<file path="config.mk">
export PLATFORM = sky130hd
export DESIGN_NAME = router_switch_alloc
export DESIGN_NICKNAME = d
export VERILOG_FILES = /design/src/rtl/router_pkg.sv /design/src/rtl/rr_arbiter4.sv /design/src/rtl/router_switch_alloc.sv
export SDC_FILE = /design/constraint.sdc
export NUM_CORES = 1
export LEC_CHECK = 0
export CORE_UTILIZATION = 55
export DETAILED_ROUTE_END_ITERATION = 8
export PLACE_DENSITY = 0.81
export SLEW_MARGIN = 20
export SYNTH_ARGS = -nofsm -noshare
export SYNTH_HDL_FRONTEND = slang
export SYNTH_SLANG_ARGS = --single-unit
</file>
<file path="constraint.sdc">
create_clock -name clk -period 15.3 [get_ports clk]
set_clock_uncertainty 0.05 [all_clocks]
set_input_delay 4.59 -clock clk [delete_from_list [all_inputs] [get_ports clk]]
set_output_delay 4.59 -clock clk [all_outputs]
set_load 0.01 [all_outputs]
</file>
<file path="src/rtl/router_pkg.sv">
// Shared types and helpers for the four-port router: direction encoding,
// flit geometry and the destination-field decode.
package router_pkg;

    typedef enum logic [1:0] {
        DIR_N = 2'd0,
        DIR_S = 2'd1,
        DIR_E = 2'd2,
        DIR_W = 2'd3
    } dir_t;

    localparam int FLIT_W   = 10;
    localparam int DEST_W   = 2;
    localparam int DEST_LSB = FLIT_W - DEST_W;

    // Takes only the destination field so it works for any flit width.
    function automatic dir_t dest_of(input logic [DEST_W-1:0] dest_field);
        return dir_t'(dest_field);
    endfunction

endpackage

</file>
<file path="src/rtl/rr_arbiter4.sv">
// Four-way round-robin arbiter: searches from i_ptr upward (mod 4) and
// grants the first requester, only when the output is enabled.
module rr_arbiter4 (
    input  logic [3:0] i_req,
    input  logic [1:0] i_ptr,
    input  logic       i_en,
    output logic [3:0] o_gnt,
    output logic [1:0] o_idx
);

    logic       w_found;
    logic [1:0] w_cand;

    always_comb begin
        o_gnt   = '0;
        o_idx   = i_ptr;
        w_found = 1'b0;
        w_cand  = i_ptr;
        for (int k = 0; k < 4; k++) begin
            w_cand = i_ptr + 2'(k);
            if (i_en && !w_found && i_req[w_cand]) begin
                o_gnt[w_cand] = 1'b1;
                o_idx         = w_cand;
                w_found       = 1'b1;
            end
        end
    end

endmodule

</file>
<file path="src/rtl/router_switch_alloc.sv">
// Switch allocator and registered output stage for the N/S/E/W router:
// per-output round-robin arbitration gated by downstream credits.
module router_switch_alloc #(
    parameter int FLIT_W  = router_pkg::FLIT_W,
    parameter int CREDITS = 4
) (
    input  logic              clk,
    input  logic              rst,
    input  logic [FLIT_W-1:0] nty,
    input  logic [FLIT_W-1:0] sty,
    input  logic [FLIT_W-1:0] ety,
    input  logic [FLIT_W-1:0] wty,
    input  logic [3:0]        in_vld,
    output logic [3:0]        in_rdy,
    output logic [FLIT_W-1:0] nxt,
    output logic [FLIT_W-1:0] sxt,
    output logic [FLIT_W-1:0] ext,
    output logic [FLIT_W-1:0] wxt,
    output logic [3:0]        out_vld,
    input  logic [3:0]        cr_ret,
    output logic              cr_err
);

    import router_pkg::*;

    localparam int CW = $clog2(CREDITS + 1);

    logic [3:0][FLIT_W-1:0] w_flit;
    dir_t                   w_dest [4];
    logic [3:0][3:0]        w_req;      // [output][input]
    logic [3:0][3:0]        w_gnt;      // [output][input]
    logic [3:0][1:0]        w_idx;
    logic [3:0]             w_any;

    logic [3:0][FLIT_W-1:0] r_out;
    logic [3:0]             r_vld;
    logic [3:0][1:0]        r_rr;
    logic [3:0][CW-1:0]     r_credit;
    logic                   r_err;

    assign w_flit = {wty, ety, sty, nty};

    for (genvar i = 0; i < 4; i++) begin : g_dec
        assign w_dest[i] = dest_of(w_flit[i][FLIT_W-1 -: DEST_W]);
    end

    always_comb begin
        w_req = '0;
        for (int o = 0; o < 4; o++) begin
            for (int i = 0; i < 4; i++) begin
                w_req[o][i] = in_vld[i] && (w_dest[i] == dir_t'(o));
            end
        end
    end

    for (genvar o = 0; o < 4; o++) begin : g_arb
        rr_arbiter4 u_arb (
            .i_req (w_req[o]),
            .i_ptr (r_rr[o]),
            .i_en  (r_credit[o] != '0),
            .o_gnt (w_gnt[o]),
            .o_idx (w_idx[o])
        );
        assign w_any[o] = |w_gnt[o];
    end

    // Each input targets one output, so OR-ing the grant columns is safe.
    always_comb begin
        in_rdy = '0;
        if (!rst) begin
            for (int o = 0; o < 4; o++) begin
                in_rdy = in_rdy | w_gnt[o];
            end
        end
    end

    always_ff @(posedge clk) begin
        if (rst) begin
            r_out <= '0;
            r_vld <= '0;
            r_rr  <= '0;
            r_err <= 1'b0;
            for (int o = 0; o < 4; o++) begin
                r_credit[o] <= CW'(CREDITS);
            end
        end else begin
            for (int o = 0; o < 4; o++) begin
                r_vld[o] <= w_any[o];
                if (w_any[o]) begin
                    r_out[o] <= w_flit[w_idx[o]];
                    r_rr[o]  <= w_idx[o] + 2'd1;
                end
                // Grant and return together cancel; a surplus return saturates and flags.
                case ({w_any[o], cr_ret[o]})
                    2'b10: r_credit[o] <= r_credit[o] - CW'(1);
                    2'b01: begin
                        if (r_credit[o] == CW'(CREDITS)) begin
                            r_err <= 1'b1;
                        end else begin
                            r_credit[o] <= r_credit[o] + CW'(1);
                        end
                    end
                    default: ;
                endcase
            end
        end
    end

    assign nxt     = r_out[0];
    assign sxt     = r_out[1];
    assign ext     = r_out[2];
    assign wxt     = r_out[3];
    assign out_vld = r_vld;
    assign cr_err  = r_err;

endmodule

</file>
==> results_dict.tcl, run 1 <==
set metrics [dict create \
    clk_pin_slew_ns 0.07 \
    cpMostUsedCell "clkdlybuf4s50_1" \
    grt_setup_unrepaired "no" \
    vias 5273 \
    synth_flop_cell "dfxtp_1" \
    overflow 0 \
    via_per_inst 6.73 \
    cp_data_arrival_time_ns 8.19 \
    fill_cells 724 \
    synth.net_count 645 \
    cp_max_fo 10 \
    coreArea_um2 9370 \
    worst-path-buf-inv 2 \
    place_hpwl_um 11300 \
    grt_util_all_layers 0.306 \
    worst_slew_margin_rel 0.233 \
    tightest_slew_ns 1.14 \
    yosys.area.top_type "dfxtp_1" \
    postCtsSetupRepairBufs 0 \
    status "complete, no violations" \
    final_hold_viol_count 0 \
    slowest_stage "a2111oi_0" \
    drc 0 \
    period_needed_ns 12.83 \
    slowest_delay_ns 0.89 \
    die_h_um 101 \
    setup_ws_ns 2.47 \
    synth_top_cells_by_area "dfxtp_1 24%, mux4_2 14%, ha_1 5.3%" \
    place.gp.congestion 0.928 \
    end_kind "output pin" \
    critical_path_class "primary input to output pin" \
    stdcell_count 784 \
    fmax_ghz 0.0779 \
    rows 35 \
    htree_levels 3 \
    root_buffer "clkbuf_8" \
    ys_ff_latch 65 \
    clock_sinks 65 \
    grt_pass1_vias 4874 \
    cp_num_cells 8 \
    dieArea_um2 10200 \
    cts_tree "yes" \
    grt_max_degree 53 \
    start_kind "primary input" \
    vdd.ir_drop.worst_uv 124 \
    antenna_found_initial 0 \
    synthArstFlopShare 0 \
    cp_top_family "compound AO/OA/AOI/OAI gates" \
    ys_seq_area_frac 0.240 \
    cp_cell_sequence "clkdlybuf4s50_1 -> nor3b_1 -> mux4_2 -> a2111oi_0 -> a221o_1 -> nor2_1 -> a31oi_1 -> clkdlybuf4s50_1" \
    initial_utilization 0.578 \
    drt-pass1-iter-count 5 \
    seq_area_um2 1300 \
    cts_buffers 9 \
    ctsResizeCount 0 \
    synth_warnings 0 \
    fin_nets 727 \
    clock_path_buffers 2 \
    syn_area_um2 5420 \
    port_buffers 98 \
    routed_wl_um 15500 \
    cap_viol_max_count 0 \
    hold_buffers 0 \
    setup_tns_ns 0 \
    clkLatencyLatePin_ns 0.36 \
    crit_required_ns 10.66 \
    synth-edff-count 0 \
    io_pins 99 \
    setup_violations 0 \
    wire_per_inst_um 19.8 \
    diodes 0 \
    fin_crit_sh 0.839 \
    area_growth_pct 23.1 \
    dpl_worst_slack_ns 2.54 \
    hold_class "flop to flop" \
    synth_top_area_frac 0.240 \
    drv_slew 0 \
    synth_cells 568 \
    r2r_cells 16 \
    dp.cells 768 \
    multi_input_area_um2 3880 \
    first_iter_violations 526 \
    p_per_area_nw_per_um2 206 \
    yosys.cell_types.count 67 \
    hold_depth 2 \
    drtAntennaViolNets 0 \
    die_w_um 101 \
    grt_pass1_wl_um 24200 \
    drive_gt1_frac 0.105 \
    p_leak_nw 2.54 \
    syn_avg_cell_area_um2 9.53 \
]
flip-flops by register name, summed over array words and instances (netlist names):
register  flops
wxt          10
out_vld       4
nxt          10
sxt          10
cr_err        1
r_credit     12
r_rr          8
ext          10
power by group:
group          internal [mW]  switching [mW]
Clock                  0.110          0.0764
Sequential             0.232          0.0620
Combinational          0.426           0.469
Total                  0.768           0.608
worst reg2reg max path: cells and delay by family, from the launching register on:
| family | cells | cell delay, ns |
|---|---|---|
| flops | 1 | 0.72 |
| fa+ha+maj | 2 | 1.03 |
| xor+xnor | 1 | 0.16 |
| mux | 1 | 0.15 |
| simple gates | 5 | 0.71 |
| compound gates | 4 | 0.90 |
| buf+inv | 3 | 0.80 |
final cells by class:
| type | instances | area share |
|---|---|---|
| tap | 129 | 0.0242 |
| timing repair buffer | 102 | 0.151 |
| clock buffer | 9 | 0.0186 |
| multi-input combinational | 455 | 0.582 |
| clock inverter | 7 | 0.0191 |
| inverter | 17 | 0.00957 |
| sequential | 65 | 0.195 |
through the flow:
step                total power [mW]  cell area, um^2   util  hold slack (ns)
floorplan                      0.917             5420      -            0.420
global placement                1.15             6410  0.685            0.384
detailed placement              1.17             6410  0.685            0.387
CTS                             1.37             6670  0.711            0.399
global route                    1.46             6670  0.711            0.423
finish                          1.38             6670  0.711            0.395
kinds of logic after synthesis:
group                      Yosys count  share of synthesized area
and+or+nand+nor                    219                      0.219
AOI/OAI and AO/OA                  125                      0.171
buffers and inverters               48                     0.0427
adders and majority gates           27                     0.0679
DFF                                 65                      0.240
xor gates and xnor gates            19                     0.0321
muxes                               65                      0.227
path summary, 6_finish.rpt:
path                                start           end  slack [ns]
worst max-delay path            in_vld[1]     in_rdy[1]        2.47
worst min-delay path               sxt[8]        sxt[8]        0.40
worst max register to register    r_rr[6]  r_credit[11]       10.69
worst min register to register     sxt[8]        sxt[8]        0.40
layout by cell type (no fill, tap or decap), types with 14 or more instances in the layout:
cell type	netlist	final
inv_1	15	15
a21oi_1	29	29
ha_1	23	23
dfxtp_1	65	65
mux4_2	33	33
nor2_1	51	51
nor3_1	14	14
o21ai_0	16	16
nand4_1	14	14
nand3_1	18	18
clkdlybuf4s50_1	0	97
a22o_1	22	22
nand2_1	47	47
mux2i_1	21	21
cells in the mapped netlist (4+ instances only):
master and n:
a22o_1 22, nor3_1 14, dfxtp_1 65, and3b_1 8, nand4_1 14, nor2b_1 5
ha_1 23, a221oi_1 5, or3_1 7, xnor2_1 9, mux4_2 33, buf_4 5
a21oi_1 29, a211oi_1 7, mux4_1 10, o221ai_1 5, a31oi_1 5, a22oi_1 4
nand3_1 18, buf_2 8, nand3b_1 8, and3_1 10, o21ai_0 16, clkbuf_1 14
nor3b_1 5, mux2i_1 21, nand2_1 47, nor2_1 51, fa_1 4, inv_1 15
nand2b_1 5, and2_1 8, a222oi_1 4, xor2_1 9, or3b_4 4
routing by layer:
metal | global-route usage | part of all wire | vias to the layer above
li1 | - | - | 2366
met1 | 0.403 | 0.40 | 2550
met2 | 0.502 | 0.49 | 302
met3 | 0.0497 | 0.075 | 55
met4 | 0.129 | 0.035 | 0
met5 | 0 | 0 | -
(Power assumes the default switching activity.)
==> inputs of run 2 (changes only) <==
- CORE_UTILIZATION: 55 -> 54
- PLACE_DENSITY: 0.81 -> 0.8
- clock period: 15.3 -> 12 ns (I/O delays scaled with it)
==> run 2 against run 1 <==
Against the previous run:
- global-route usage decreased by 0.81 points
- clock-buffer cell count unchanged
- first-iteration DRC count decreased by 29%
- design area about the same
- clock power increased by 26%
- sequential share of layout area about the same
- worst hold slack improved by 0.00063 ns
- via count decreased by 1.8%
- flip-flop and latch count unchanged
- routed wire length decreased by 0.72%
- combinational power increased by 27%
- worst setup slack got worse by 1.3 ns
==> results_dict.tcl, run 2 (synthesis gave the netlist of run 1 again) <==
set metrics [dict create \
    place.gp.congestion 0.979 \
    critical_path_class "primary input to output pin" \
    fmax_ghz 0.0919 \
    via_per_inst 6.59 \
    fin_nets 725 \
    grt_pass1_wl_um 23900 \
    fin_crit_sh 0.907 \
    antenna_found_initial 0 \
    drv_slew 0 \
    pwr-share-comb 0.652 \
    initial_utilization 0.557 \
    clock_path_buffers 2 \
    final_cell_mix "97 x clkdlybuf4s50_1, 65 x dfxtp_1, 51 x nor2_1" \
    crit_required_ns 8.35 \
    final_common_cell "clkdlybuf4s50_1" \
    diodes 0 \
    root_buffer "clkbuf_8" \
    largest_reg_flops 12 \
    switchingPower_uw 774 \
    io_pins 99 \
    wire_per_inst_um 19.6 \
    cp_max_fo 9 \
    pwr-share-seq 0.213 \
    grt_util_all_layers 0.298 \
    worst_slew_margin_rel 0.262 \
    drt-pass1-iter-count 8 \
    hold_class "flop to flop" \
    vdd.ir_drop.worst_uv 166 \
    die_w_um 102 \
    dieArea_um2 10400 \
    cp_data_arrival_time_ns 7.23 \
    cts_buffers 9 \
    drtAntennaViolNets 0 \
    p_leak_nw 2.53 \
    ctsResizeCount 0 \
    seq_area_um2 1300 \
    cap_viol_max_count 0 \
    port_buffers 98 \
    regMostFlops "r_credit" \
    hold_buffers 0 \
    netSwitchingFraction 0.441 \
    grt_pass1_vias 4701 \
    drive_gt1_frac 0.104 \
    p_per_area_nw_per_um2 263 \
    vias 5178 \
    clkPwrFrac 0.134 \
    p_total_mw 1.75 \
    drc 0 \
    end_kind "output pin" \
    grt_setup_unrepaired "no" \
    place_hpwl_um 11600 \
    final_hold_viol_count 0 \
    setup_violations 0 \
    cts_tree "yes" \
    clk_pin_slew_ns 0.08 \
    setup_tns_ns 0 \
    clkLatencyLatePin_ns 0.34 \
    grt_max_degree 53 \
    tightest_slew_ns 1.10 \
    power.internal_uw 979 \
    die_h_um 102 \
    htree_levels 3 \
    status "complete, no violations" \
    coreArea_um2 9730 \
    routed_wl_um 15400 \
    area_growth_pct 23.0 \
    clock_sinks 65 \
    overflow 0 \
    fill_cells 756 \
    multi_input_area_um2 3890 \
    start_kind "primary input" \
    period_needed_ns 10.88 \
    first_iter_violations 373 \
    rows 36 \
    postCtsSetupRepairBufs 0 \
]
run 2: cell count changes in the layout (fill, tap and decap cells not counted), sizes merged:
cell	delta
clkinv	-2
inv	+2
buf	-2
run 2: layer usage:
layer,global-route usage,share of wire,vias up
li1,-,-,2358
met1,0.393,0.41,2475
met2,0.475,0.47,291
met3,0.0718,0.087,54
met4,0.112,0.034,0
met5,0,0,-
run 2: cell type report:
class,count,share of cell area
Clock inverter,7,0.0188
Multi-Input combinational cell,455,0.584
Clock buffer,9,0.0186
Timing Repair Buffer,100,0.149
Inverter,17,0.00958
Sequential cell,65,0.195
Tap cell,133,0.0250
run 2: stage by stage:
| step | utilization | cells | setup WS [ns] | area (um^2) | hold slack [ns] |
|---|---|---|---|---|---|
| after floorplan | - | 568 | 2.59 | 5420 | 0.420 |
| after global routing | 0.685 | 786 | 0.961 | 6660 | 0.426 |
| after detailed placement | 0.658 | 770 | 1.22 | 6400 | 0.388 |
| after global placement | 0.658 | 770 | 1.37 | 6400 | 0.385 |
| final | 0.685 | 786 | 1.12 | 6660 | 0.396 |
| after CTS | 0.684 | 786 | 1.21 | 6650 | 0.401 |
run 2: worst max-delay path, cell delays in order:
cell	delay (ns)
clkdlybuf4s50_1	0.59
nor3b_1	0.64
a311oi_1	0.22
a2111oi_0	0.93
a221o_1	0.35
nor2_1	0.10
a31oi_1	0.22
clkdlybuf4s50_1	0.58
run 2: worst paths after layout:
path	from	end	slack, ns	depth (start not counted)
hold / removal	sxt[8]	sxt[8]	0.40	2
setup / recovery	in_vld[2]	in_rdy[1]	1.12	8
setup reg to reg	r_rr[0]	r_credit[1]	7.23	12
hold reg to reg	sxt[8]	sxt[8]	0.40	2
run 2: power groups by stage:
stage               Clock (mW)  Sequential, mW  Combinational (mW)
finish                   0.236           0.374                1.14
global route             0.247           0.386                1.24
CTS                      0.237           0.373                1.13
detailed placement           0           0.377                1.12
global placement             0           0.373                1.09
floorplan                    0           0.377               0.793
